### config.mk
export PLATFORM = sky130hd
export DESIGN_NAME = mod_updown_counter
export DESIGN_NICKNAME = d
export VERILOG_FILES = /design/src/rtl/mod_updown_counter_pkg.sv /design/src/rtl/mod_counter_digit.sv /design/src/rtl/mod_updown_counter.sv
export SDC_FILE = /design/constraint.sdc
export NUM_CORES = 1
export LEC_CHECK = 0
export CORE_ASPECT_RATIO = 0.8
export CORE_MARGIN = 4
export CORE_UTILIZATION = 40
export DETAILED_ROUTE_END_ITERATION = 12
export DONT_BUFFER_PORTS = 1
export GPL_ROUTABILITY_DRIVEN = 0
export PLACE_DENSITY = 0.63
export SYNTH_ARGS = -nofsm -noshare
export SYNTH_HDL_FRONTEND = slang
export SYNTH_HIERARCHICAL = 1
export SYNTH_SLANG_ARGS = --single-unit
export TNS_END_PERCENT = 100
### constraint.sdc
create_clock -name CP -period 4.4 [get_ports CP]
set_input_delay 0.88 -clock CP [delete_from_list [all_inputs] [get_ports CP]]
set_output_delay 0.88 -clock CP [all_outputs]
set_load 0.005 [all_outputs]
### src/rtl/mod_updown_counter_pkg.sv
// Shared constants and helpers for the modulo up/down counter family.
package mod_updown_counter_pkg;

    // Common digit configurations.
    localparam int BCD_WIDTH    = 4;
    localparam int BCD_MODULUS  = 10;
    localparam int MOD6_WIDTH   = 3;
    localparam int MOD6_MODULUS = 6;

    // What the counter does at a given edge, in priority order.
    typedef enum logic [1:0] {
        OP_HOLD  = 2'd0,
        OP_COUNT = 2'd1,
        OP_LOAD  = 2'd2,
        OP_RESET = 2'd3
    } op_e;

    // Terminal-value compare. Operands are widened to 32 bits so one helper
    // serves every digit width.
    function automatic logic digit_is(input logic [31:0] q, input logic [31:0] term);
        return q == term;
    endfunction

    // A load digit is usable only when it is strictly below the modulus.
    function automatic logic digit_in_range(input logic [31:0] d, input logic [31:0] modulus);
        return d < modulus;
    endfunction

endpackage

### src/rtl/mod_counter_digit.sv
// One modulo-MODULUS digit: synchronous reset, load, and single up/down step.
module mod_counter_digit
    import mod_updown_counter_pkg::*;
#(
    parameter int WIDTH   = 4,
    parameter int MODULUS = 10
) (
    input  logic             CP,
    input  logic             CR,
    input  logic             ld,
    input  logic [WIDTH-1:0] ld_val,
    input  logic             step,
    input  logic             ud,
    output logic [WIDTH-1:0] q,
    output logic             at_max,
    output logic             at_zero
);

    localparam logic [WIDTH-1:0] MAXV = WIDTH'(MODULUS - 1);

    // Digit register: reset beats load beats step; wraps stay inside 0..MODULUS-1.
    always_ff @(posedge CP) begin
        if (CR) begin
            q <= '0;
        end else if (ld) begin
            q <= ld_val;
        end else if (step) begin
            if (ud) begin
                q <= (q == MAXV) ? '0 : q + WIDTH'(1);
            end else begin
                q <= (q == '0) ? MAXV : q - WIDTH'(1);
            end
        end
    end

    // Terminal flags feed the cascade prefix in the parent.
    always_comb begin
        at_max  = digit_is(32'(q), 32'(MODULUS - 1));
        at_zero = digit_is(32'(q), 32'd0);
    end

endmodule

### src/rtl/mod_updown_counter.sv
// DIGITS-digit synchronous up/down counter with load range check, cascade
// outputs and a registered whole-counter wrap pulse.
module mod_updown_counter
    import mod_updown_counter_pkg::*;
#(
    parameter int WIDTH   = BCD_WIDTH,
    parameter int MODULUS = BCD_MODULUS,
    parameter int DIGITS  = 2
) (
    input  logic                    CP,
    input  logic                    CR,
    input  logic                    LD,
    input  logic                    CTp,
    input  logic                    CTt,
    input  logic                    UD,
    input  logic [DIGITS*WIDTH-1:0] D,
    output logic [DIGITS*WIDTH-1:0] Q,
    output logic                    CO,
    output logic                    BO,
    output logic                    WRAP,
    output logic                    ERR
);

    op_e               op;
    logic [DIGITS-1:0] at_max;
    logic [DIGITS-1:0] at_zero;
    logic [DIGITS-1:0] step;
    logic [DIGITS-1:0] bad;
    logic [DIGITS:0]   up_pre;
    logic [DIGITS:0]   dn_pre;
    logic              count_en;
    logic              wrap_now;

    // Edge operation decode, reset first, then active-low load, then count.
    always_comb begin
        op = OP_HOLD;
        if (CR)              op = OP_RESET;
        else if (!LD)        op = OP_LOAD;
        else if (CTp && CTt) op = OP_COUNT;
    end

    assign count_en = (op == OP_COUNT);

    // AND-prefix of terminal flags: bit k is set when every digit below k is
    // at its terminal value, so all digits step on the same edge.
    always_comb begin
        up_pre    = '0;
        dn_pre    = '0;
        up_pre[0] = 1'b1;
        dn_pre[0] = 1'b1;
        for (int k = 0; k < DIGITS; k++) begin
            up_pre[k+1] = up_pre[k] & at_max[k];
            dn_pre[k+1] = dn_pre[k] & at_zero[k];
        end
    end

    // Per-digit step enables, load sanitising and the digit instances.
    for (genvar i = 0; i < DIGITS; i++) begin : g_dig
        logic [WIDTH-1:0] d_dig;
        logic             d_ok;

        assign d_dig   = D[i*WIDTH +: WIDTH];
        assign d_ok    = digit_in_range(32'(d_dig), 32'(MODULUS));
        assign bad[i]  = ~d_ok;
        assign step[i] = count_en & (UD ? up_pre[i] : dn_pre[i]);

        mod_counter_digit #(
            .WIDTH   (WIDTH),
            .MODULUS (MODULUS)
        ) u_dig (
            .CP      (CP),
            .CR      (CR),
            .ld      (op == OP_LOAD),
            .ld_val  (d_ok ? d_dig : '0),
            .step    (step[i]),
            .ud      (UD),
            .q       (Q[i*WIDTH +: WIDTH]),
            .at_max  (at_max[i]),
            .at_zero (at_zero[i])
        );
    end

    // The whole counter wraps when every digit is terminal in the count direction.
    assign wrap_now = count_en & (UD ? up_pre[DIGITS] : dn_pre[DIGITS]);

    // Cascade outputs are combinational so chained instances see them in the same cycle.
    assign CO = CTt &  UD & up_pre[DIGITS];
    assign BO = CTt & ~UD & dn_pre[DIGITS];

    // WRAP pulses for one cycle after a wrapping count; ERR only moves on reset/load.
    always_ff @(posedge CP) begin
        case (op)
            OP_RESET: begin
                WRAP <= 1'b0;
                ERR  <= 1'b0;
            end
            OP_LOAD: begin
                WRAP <= 1'b0;
                ERR  <= |bad;
            end
            OP_COUNT: begin
                WRAP <= wrap_now;
            end
            default: begin
                WRAP <= 1'b0;
            end
        endcase
    end

endmodule

==> out/metrics.yaml <==
critPathTopFamily: "simple AND/OR/NAND/NOR gates"
yosys_warnings: 6
portBuffers: 0
dp_hpwl_um: 1440
mostFrequentLayoutCells: "nor2_1 (10), dfxtp_1 (9), nor2b_1 (6), nor3_1 (6)"
worstPathBufferInverterCount: 0
path_cells: "nor4_1, and4b_1"
core-area_mm2: 0.00194
syn_nets: 118
drive_gt1_share_pct: 8.74
r2r_cells: 6
ir_worst_vdd_mv: 0.152
p_comb_share_pct: 16.3
p_leak_nw: 0.322
n_antenna_cell: 0
syn_inst: 104
cts_tree: "done"
ant_nets: 0
max_cap_viol_count: 0
root_buffer: "clkbuf_4"
slowest_delay_ps: 480
holdWs_ps: 622
internal_power_mw: 0.165
cts_max_level: 1
seqCellArea_um2: 210
power_mw: 0.226
hold_path.startpoint: "g_dig[0].u_dig/q[1]"
gr-usage-all-layers_pct: 13.5
routed_wl_um: 1890
cp-end-kind: "primary output"
muxShareOfSynthArea_pct: 5.92
cp_data_required_time_ps: 3520
antenna_found_initial: 0
stdcell_count: 127
synth_top_family_by_area: "simple AND/OR/NAND/NOR gates"
drt-initial-drc-count: 19
clock.fmax_mhz: 433
ys_seq_area_share_pct: 24.9
fin_setup_tns_ps: 0
hold_class: "flip-flop to flip-flop"
power_frac_seq_pct: 46.7
synth-seq-cells: 10
regToRegEndpoint: "g_dig[1].u_dig/q[3]"
firstDrtPassIters: 4
cts_buffers: 3
cts.sinks: 10
fin_skew_ps: 2.20
multi_input_area_um2: 582
cp_slowest_cell: "nor4_1"
fill_cells: 194
netlist_area_um2: 846
worstHoldPathCells: 2
tightestPinTransition_ps: 466
hold_end: "g_dig[0].u_dig/q[1]"
syn_to_final_growth_pct: 3.70
grt_first_pass_wirelength_um: 3060
ctsHoldBuffers: 0
overflow: 0
yosys.area_share.adder_pct: 0
initial_core_util_pct: 43.5
synth_edf_count: 1
clock_latency_ps: 260
synth_compound_area_share_pct: 22.8
rsz0062_at_grt: "false"
synth-simple-area-share_pct: 33.9
start_kind: "flip-flop"
die-area_mm2: 0.00292
ios: 26
clk_path_buf_depth: 2
grt_pass1_vias: 657
status: "finished, final reports clean"
wl_per_cell_um: 14.9
num_vias: 757
post_cts_buffers: 0
clk_pin_slew_worst_paths_ps: 70
post-route-drc-count: 0
arrival_ps: 1430
grt_max_degree: 22
async_flop_share_pct: 0
clock_power_share_pct: 37.0
avgViaCountPerCell: 5.96
reg2reg_from: "g_dig[0].u_dig/q[3]"
layout_commonest_cell: "nor2_1"
dieHeight_um: 49.1
die_w_um: 59.4
setup_violations: 0
synth_flop_cell: "dfxtp_1"
fin_crit_ps: 2310
maxSlewViolCount: 0
max-slew-margin-rel_pct: 68.8
post-route-period-util_pct: 52.5
swShare_pct: 26.9
power_density_mw_per_mm2: 258
crit_fanout: 8
synth_xor_area_share_pct: 6.21
final_hold_viol_count: 0
ys_types: 34
synth.avg_cell_area_um2: 8.13
cts.repair.resized: 0
p_sw_mw: 0.0610
nets: 118
rows: 14
reg2reg_slack_ps: 2370
path_class: "flip-flop to primary output"
placed_cells: 123
## tightest hold or removal path, cell delays in order, from the launching register on
cell and delay [ps]:
dfxtp_1 400, nand2_1 100, o211ai_1 70
## logic make-up (layout without fill, tap and decap cells)
| family | count (synthesis) | count (layout) |
|---|---|---|
| and+or+nand+nor | 48 | 48 |
| AOI/OAI and AO/OA | 26 | 26 |
| DFF | 10 | 10 |
| buffers and inverters | 9 | 8 |
| xor gates and xnor gates | 6 | 6 |
| muxes | 5 | 5 |
## cells in the mapped netlist (all sizes together) (3+ instances only)
library cell / count / area [um^2]
nor3b: 4 / 30.0
o21a: 4 / 30.0
a21oi: 5 / 25.0
nand3b: 3 / 22.5
nand2: 4 / 15.0
and2: 4 / 25.0
and3: 4 / 37.5
a211oi: 4 / 30.0
nor2b: 6 / 37.5
buf: 4 / 32.5
nor3: 6 / 30.0
inv: 3 / 11.3
mux2i: 5 / 50.1
dfxtp: 9 / 180
xor2: 4 / 35.0
nor2: 10 / 37.5
## power groups by stage
stage	combinational [mW]	sequential [mW]	clock, mW
global route	0.0414	0.107	0.0942
CTS	0.0367	0.106	0.0864
global placement	0.0361	0.108	0
floorplan	0.0369	0.103	0
finish	0.0368	0.106	0.0837
detailed placement	0.0364	0.108	0
## flip-flops by register name (all words and copies together), names as in the netlist
name	flops
g_dig.u_dig/q	8
WRAP	1
ERR	1
## worst max path at each step
| stage | from | endpoint | slack, ps | cells after the start |
|---|---|---|---|---|
| 2_1_floorplan | UD | BO | 2410 | 1 |
| 3_3_place_gp | g_dig[0].u_dig/q[3] | BO | 2380 | 2 |
| 3_5_place_dp | CR | g_dig[1].u_dig/q[3] | 2290 | 5 |
| 4_1_cts | g_dig[0].u_dig/q[3] | BO | 2080 | 2 |
| 5_1_grt | g_dig[0].u_dig/q[3] | BO | 1930 | 2 |
| 6_report | g_dig[0].u_dig/q[3] | BO | 2090 | 2 |
## routing by layer
layer	wire (um)	vias up	global-route usage (%)
met5	0	-	0
met4	13	0	3.77
met3	210	2	6.88
met2	742	24	15.8
met1	923	343	20.6
li1	-	388	-
## metrics by stage
step | area [um^2] | util, % | worst slack [ps]
global placement | 841 | 43.2 | 2380
detailed placement | 841 | 43.2 | 2290
CTS | 877 | 45.1 | 2080
global route | 877 | 45.1 | 1930
floorplan | 846 | - | 2410
finish | 877 | 45.1 | 2090
## area by class of cell
cell class	instances	share of cell area (%)
multi-input cells	85	66.3
flip-flops and latches	10	24.0
clock buffers	4	4.14
well taps	24	3.42
inverters	3	1.28
repair buffers	1	0.856
Note: power is estimated with default switching activity, not from simulation.
